`src/rtl/rv_iopmp_pkg.sv`:
```
// rv_iopmp_pkg: shared entry-config, scan-error and scanner-state types.
package rv_iopmp_pkg;
   typedef enum logic [1:0] {MODE_OFF, MODE_TOR, MODE_NA4, MODE_NAPOT} mode_t;
   typedef struct packed {
      mode_t mode;
      logic  r;
      logic  w;
      logic  x;
   } entry_cfg_t;
   // Encoded so that a larger value is a more severe non-priority error.
   typedef enum logic [1:0] {ERR_NONE, ERR_NO_HIT, ERR_PERM, ERR_PARTIAL} scan_err_e;
   typedef enum logic [1:0] {ST_IDLE, ST_PREFETCH, ST_SCAN, ST_RESP} scan_state_e;
endpackage

```
`src/rtl/rv_iopmp_entry.sv`:
```
// rv_iopmp_entry: single IOPMP entry matcher.
//   addr_i/num_bytes_i   transaction byte range [addr, addr+num_bytes)
//   entry_addr*_i        entry address register ({addrh,addr} holds byte address >> 2)
//   prev_addr_i          previous entry address register (TOR lower bound)
//   mode_i               OFF/TOR/NA4/NAPOT
//   match_o              some byte of the transaction falls in the region
//   allow_o              every byte of the transaction falls in the region
module rv_iopmp_entry
   import rv_iopmp_pkg::*;
#(
   parameter int LEN        = 32,
   parameter int ADDR_WIDTH = 64,
   parameter int DATA_WIDTH = 64
) (
   input  logic [ADDR_WIDTH-1:0]            addr_i,
   input  logic [$clog2(DATA_WIDTH/8):0]    num_bytes_i,
   input  logic [LEN-1:0]                   entry_addr_i,
   input  logic [LEN-1:0]                   entry_addrh_i,
   input  logic [2*LEN-1:0]                 prev_addr_i,
   input  mode_t                            mode_i,
   output logic                             match_o,
   output logic                             allow_o
);
   localparam int CHECK_LEN = 2*LEN+2;
   localparam int CW = CHECK_LEN+1;
   localparam logic [2*LEN-1:0] ONE_E = 1;
   localparam logic [CW-1:0] ONE_C = 1;
   localparam logic [CW-1:0] FOUR_C = 4;
   logic [2*LEN-1:0] ent, msk;
   logic [CW-1:0] s, e, cur, lo, hi;
   logic on;
   assign ent = {entry_addrh_i, entry_addr_i};
   // Trailing ones plus the first zero: the NAPOT size mask in word units.
   assign msk = ent ^ (ent + ONE_E);
   assign s = CW'(addr_i);
   assign e = s + CW'(num_bytes_i);
   assign cur = {1'b0, ent, 2'b00};
   assign lo = mode_i == MODE_TOR   ? {1'b0, prev_addr_i, 2'b00} :
               mode_i == MODE_NAPOT ? {1'b0, ent & ~msk, 2'b00} : cur;
   assign hi = mode_i == MODE_TOR   ? cur :
               mode_i == MODE_NAPOT ? {1'b0, ent | msk, 2'b11} + ONE_C : cur + FOUR_C;
   assign on = mode_i != MODE_OFF && lo < hi;
   assign match_o = on && s < hi && e > lo;
   assign allow_o = on && s >= lo && e <= hi;
endmodule

```
`src/rtl/rv_iopmp_entry_scanner.sv`:
```
// rv_iopmp_entry_scanner: walks an entry range through a 1-cycle table port and resolves one allow/deny decision.
//   req_*            transaction and MD range, accepted in IDLE (req_ready_o)
//   prio_entry_num_i entries below this index are priority entries
//   entry_*          table read strobe/index out, entry data back one cycle later
//   rsp_*            decision, held until rsp_ready_i
module rv_iopmp_entry_scanner
   import rv_iopmp_pkg::*;
#(
   parameter int NUM_ENTRY  = 16,
   parameter int IDX_W      = $clog2(NUM_ENTRY),
   parameter int LEN        = 32,
   parameter int ADDR_WIDTH = 64,
   parameter int DATA_WIDTH = 64
) (
   input  logic                           clk_i,
   input  logic                           rst_i,
   input  logic                           req_valid_i,
   output logic                           req_ready_o,
   input  logic [ADDR_WIDTH-1:0]          req_addr_i,
   input  logic [$clog2(DATA_WIDTH/8):0]  req_num_bytes_i,
   input  logic                           req_write_i,
   input  logic [IDX_W-1:0]               req_start_idx_i,
   input  logic [IDX_W:0]                 req_end_idx_i,
   input  logic [IDX_W:0]                 prio_entry_num_i,
   output logic                           entry_req_o,
   output logic [IDX_W-1:0]               entry_idx_o,
   input  logic [LEN-1:0]                 entry_addr_i,
   input  logic [LEN-1:0]                 entry_addrh_i,
   input  entry_cfg_t                     entry_cfg_i,
   output logic                           rsp_valid_o,
   input  logic                           rsp_ready_i,
   output logic                           rsp_allow_o,
   output logic [IDX_W-1:0]               rsp_entry_idx_o,
   output scan_err_e                      rsp_err_o
);
   localparam logic [IDX_W:0] ONE_I = 1;
   scan_state_e state, state_n;
   logic [IDX_W:0] rd_idx, ev_idx, end_q, prio_q;
   logic [ADDR_WIDTH-1:0] addr_q;
   logic [$clog2(DATA_WIDTH/8):0] nb_q;
   logic wr_q, vld;
   logic [2*LEN-1:0] prev_q;
   scan_err_e worst_q, w_err, cand, f_err;
   logic [IDX_W-1:0] worst_idx_q, w_idx, f_idx;
   logic match, allow, perm, pri, ok, ev, hit, fin, worse;
   logic unused_x;
   assign unused_x = entry_cfg_i.x;
   rv_iopmp_entry #(.LEN(LEN), .ADDR_WIDTH(ADDR_WIDTH), .DATA_WIDTH(DATA_WIDTH)) u_entry (
      .addr_i        (addr_q),
      .num_bytes_i   (nb_q),
      .entry_addr_i  (entry_addr_i),
      .entry_addrh_i (entry_addrh_i),
      .prev_addr_i   (prev_q),
      .mode_i        (entry_cfg_i.mode),
      .match_o       (match),
      .allow_o       (allow)
   );
   // vld marks that the table data on the entry_* inputs answers last cycle's read.
   assign ev = state == ST_SCAN && vld;
   assign perm = wr_q ? entry_cfg_i.w : entry_cfg_i.r;
   assign pri = ev_idx < prio_q;
   assign ok = match && allow && perm;
   assign hit = ev && (pri ? match : ok);
   assign fin = ev && (ev_idx + ONE_I) == end_q;
   assign cand = allow ? ERR_PERM : ERR_PARTIAL;
   assign worse = ev && !pri && match && !ok && cand > worst_q;
   assign w_err = worse ? cand : worst_q;
   assign w_idx = worse ? ev_idx[IDX_W-1:0] : worst_idx_q;
   assign f_err = hit ? (ok ? ERR_NONE : cand) : (w_err == ERR_NONE ? ERR_NO_HIT : w_err);
   assign f_idx = hit ? ev_idx[IDX_W-1:0] : (w_err == ERR_NONE ? '0 : w_idx);
   assign req_ready_o = state == ST_IDLE;
   assign rsp_valid_o = state == ST_RESP;
   assign entry_req_o = state == ST_PREFETCH || (state == ST_SCAN && rd_idx < end_q && !hit);
   assign entry_idx_o = rd_idx[IDX_W-1:0];
   always_ff @(posedge clk_i) begin
      if (rst_i) state <= ST_IDLE;
      else state <= state_n;
   end
   always_comb begin
      state_n = state;
      case (state)
         ST_IDLE:     state_n = !req_valid_i ? ST_IDLE :
                                {1'b0, req_start_idx_i} >= req_end_idx_i ? ST_RESP :
                                req_start_idx_i != '0 ? ST_PREFETCH : ST_SCAN;
         ST_PREFETCH: state_n = vld ? ST_SCAN : ST_PREFETCH;
         ST_SCAN:     state_n = hit || fin ? ST_RESP : ST_SCAN;
         default:     state_n = rsp_ready_i ? ST_IDLE : ST_RESP;
      endcase
   end
   always_ff @(posedge clk_i) begin
      if (rst_i) begin
         vld <= 1'b0;
         rd_idx <= '0;
         ev_idx <= '0;
         end_q <= '0;
         prio_q <= '0;
         addr_q <= '0;
         nb_q <= '0;
         wr_q <= 1'b0;
         prev_q <= '0;
         worst_q <= ERR_NONE;
         worst_idx_q <= '0;
         rsp_allow_o <= 1'b0;
         rsp_entry_idx_o <= '0;
         rsp_err_o <= ERR_NONE;
      end else begin
         vld <= entry_req_o;
         if (entry_req_o) begin
            rd_idx <= rd_idx + ONE_I;
            ev_idx <= rd_idx;
         end
         if (state == ST_IDLE && req_valid_i) begin
            // Start one entry early when a TOR lower bound must be fetched first.
            rd_idx <= {1'b0, req_start_idx_i} - {{IDX_W{1'b0}}, |req_start_idx_i};
            end_q <= req_end_idx_i;
            prio_q <= prio_entry_num_i;
            addr_q <= req_addr_i;
            nb_q <= req_num_bytes_i;
            wr_q <= req_write_i;
            prev_q <= '0;
            worst_q <= ERR_NONE;
            worst_idx_q <= '0;
            rsp_allow_o <= 1'b0;
            rsp_entry_idx_o <= '0;
            rsp_err_o <= ERR_NO_HIT;
         end
         if ((state == ST_PREFETCH && vld) || ev) prev_q <= {entry_addrh_i, entry_addr_i};
         if (ev) begin
            worst_q <= w_err;
            worst_idx_q <= w_idx;
         end
         if (hit || fin) begin
            rsp_allow_o <= hit && ok;
            rsp_entry_idx_o <= f_idx;
            rsp_err_o <= f_err;
         end
      end
   end
endmodule

```
`config.mk`:
```
export PLATFORM = sky130hd
export DESIGN_NAME = rv_iopmp_entry_scanner
export DESIGN_NICKNAME = d
export VERILOG_FILES = /design/src/rtl/rv_iopmp_pkg.sv /design/src/rtl/rv_iopmp_entry.sv /design/src/rtl/rv_iopmp_entry_scanner.sv
export SDC_FILE = /design/constraint.sdc
export NUM_CORES = 1
export LEC_CHECK = 0
export ABC_CLOCK_PERIOD_IN_PS = 27400
export BUFFER_PORTS_ARGS = -buffer_cell sky130_fd_sc_hd__buf_2
export CORE_MARGIN = 5
export CORE_UTILIZATION = 66
export DETAILED_ROUTE_END_ITERATION = 6
export HOLD_SLACK_MARGIN = 0.06
export PLACE_DENSITY_LB_ADDON = 0.12
export SLEW_MARGIN = 20
export SYNTH_ARGS = -nofsm -noshare
export SYNTH_HDL_FRONTEND = slang
export SYNTH_HIERARCHICAL = 1
export SYNTH_SLANG_ARGS = --single-unit
```
`constraint.sdc`:
```
create_clock -name clk_i -period 27.4 [get_ports clk_i]
set_input_delay 4.11 -clock clk_i [delete_from_list [all_inputs] [get_ports clk_i]]
set_output_delay 4.11 -clock clk_i [all_outputs]
set_load 0.03 [all_outputs]
```
==> metrics.txt <==
worst hold path stage count 2; per-cell routed wire length 19.5 um; GRT Total Usage 34.5%; hold path startpoint prio_q[2]; most frequent cells in the layout 462 x ha_1, 375 x nand2_1, 293 x a21oi_1; Ports 170; clk_skew 20.9 ps; vias in the first global route 20200; # resized after CTS 0; top-area cell type share of the netlist area 27.4%; pre-CTS setup slack 9690 ps; Clock Pin Slew Worst Setup and Hold Paths 70 ps; fin crit period 18070 ps; post-layout net count 3475; synthesized flop and latch total 169; clk buf depth 2; Syn-to-layout area delta 7.57%; antenna violations before repair 5; share of flip-flops with an asynchronous set or reset 0%; synth warn 6; commonest non-fill, non-tap cell in the layout ha_1; core area 0.0316 sq mm; post-route core utilization 72.0%; Worst Path Arrival 13960 ps; HP Class flip-flop to flip-flop; maxcap violations 0; clock root buffer clkbuf_16; R2R setup slack 19420 ps; Avg Cell Area, Syn 7.61 sq um; outcome complete, no violations; fraction of layout cells with a size suffix above 1 8.72%; largest net degree at the start of global routing 98; CTS H-Tree Depth 4; Synth Cell Area 0.0211 sq mm; number of synthesized flops with an enable pin 0; Crit Path Max Fanout 7; Max Fclk 55.4 MHz; Worst Hold End prio_q[2]; leakage 0.0106 uW; starting DRC count in detailed routing 1770; TritonCTS Sinks 169; Syn Nets 3393; grt total ovfl 0; fill cell count 2628; synth top area cells ha_1 27%, dfxtp_1 16%, a21oi_1 6.9%; antenna-violating nets left 0; routed via count 21100; Worst-Margin Slew 1010 ps; number of CTS-inserted buffers 17; row count 65; Synth Instances 2774; max-slew violations 0; total power 874 uW; max incr delay on CP 820 ps; Final HPWL DP 49700 um; chip height 189 um; initial core utilization 66.9%; crit path kind input port to output pin; # DRC 0; CP startpoint kind input port; sequential area share after synthesis 16.0%; PnR worst setup slack 9330 ps; Final Non-Filler Cells 3274; Die Span X 189 um; unrepaired setup endpoints after global routing no; worst vdd ir 0.0477 mV; Die ar. 0.0357 sq mm; placed instance count 3239; power density over the cells 38.5 mW/mm^2; Netlist cell types 83; via/cell ratio 6.44; setup TNS 0 ps; final wirelength 63700 um; main flop type after synthesis dfxtp_1; slowest library cell on the worst path nor4_1; Slew HR 33.0%; Final Hold Vio Count 0; crit end category output pin; Tcrit/Tclk final 65.9%; global-route wire length before repair 102000 um; Reg-to-Reg End rsp_err_o[0]; Synth area leader ha_1; Skew-Pair Late Insertion Delay 480 ps; port bufs 168; worst r2r src addr_q[6]; setup repair bufs after CTS 0; drt pass-1 iters 6; R2R depth 22; TritonCTS clock tree yes; routability cong. 0.973; most frequent CP cell nand3_1; setup violators final 0; Required @ worst endpoint 23290 ps; Hold-fix buffers, CTS 0
==> stage by stage <==
stage | instance area (sq um) | hold slack [ps]
2_1_floorplan | 21100 | 432
3_3_place_gp | 22100 | 443
3_5_place_dp | 22100 | 450
4_1_cts | 22700 | 460
5_1_grt | 22700 | 479
6_report | 22700 | 461
==> power by group <==
part,total (uW),internal (uW),leakage (uW),switching (uW)
logic,332,128,0.00898,204
clock network,253,129,0.000281,124
registers,289,262,0.00138,26.8
total,874,519,0.0106,355
==> critical path: cells and delay by family <==
kind                       cells  cell delay (ps)
adders and majority gates      2              620
muxes                          2              610
buffers and inverters          4              550
xor gates and xnor gates       1              160
and+or+nand+nor               15             5810
AOI/OAI and AO/OA              9             2070
==> how the worst max path moves through the flow <==
stage | cells past startpoint | end | start | slack, ps
6_report | 33 | entry_req_o | entry_addr_i[0] | 9330
5_1_grt | 33 | entry_req_o | entry_addr_i[2] | 8900
4_1_cts | 33 | entry_req_o | entry_addr_i[0] | 9660
3_5_place_dp | 33 | entry_req_o | entry_addr_i[0] | 9690
3_3_place_gp | 33 | entry_req_o | entry_addr_i[0] | 9810
2_1_floorplan | 32 | entry_req_o | entry_addr_i[0] | 12130
==> area by class of cell <==
class                      instances  area, sq um  area share (%)
antenna                            4         10.0          0.0441
clock buffer                      17          425            1.87
clock inverter                    14          155           0.683
inverter                         165          619            2.73
multi-input combinational       2324        16700            73.4
sequential                       169         3380            14.9
tap                              402          503            2.21
timing repair buffer             179          942            4.15
==> layer usage <==
metal	routed length [um]	GRT usage, %	up-vias
met3	4370	4.74	135
met1	27400	44.5	9941
met2	30000	58.7	799
li1	-	-	10200
met5	12	0	-
met4	2000	13.1	2
==> cells by family (layout without fill, tap and decap cells) <==
logic type | count (synthesis) | in the layout | synth area share [%]
xor+xnor | 120 | 120 | 5.01
other cells | 0 | 4 | 0
compound gates | 656 | 656 | 18.9
simple gates | 991 | 991 | 23.0
flops | 169 | 169 | 16.0
mux | 94 | 94 | 4.50
buf+inv | 281 | 375 | 5.11
fa+ha+maj | 463 | 463 | 27.5
==> sequential cells by signal, summed over array words and instances, names as in the netlist <==
signal	count
vld	1
nb_q	4
rsp_err_o	2
state	2
rsp_allow_o	1
worst_idx_q	4
end_q	5
prio_q	5
prev_q	64
ev_idx	5
wr_q	1
addr_q	64
rd_idx	5
rsp_entry_idx_o	4
worst_q	2
==> cells in the mapped netlist (all sizes together) (5+ instances only) <==
cell and number:
or4 15, nor2 149, nand3 159, a21o 91
o21ai 116, a211oi 20, xnor2 82, a2111oi 6
or3 20, a31oi 10, buf 19, and3 29
a211o 5, o31ai 8, nor4 31, ha 462
xor2 38, clkbuf 97, or2 8, o211ai 53
mux2 7, dfxtp 169, nor2b 15, inv 165
and2 11, mux2i 87, nand4 81, and4 27
nor3 39, o21a 7, a21oi 293, nand2b 10
nand2 376, o21bai 5, nor4b 6
No activity file was read; power rests on OpenSTA's default activity.
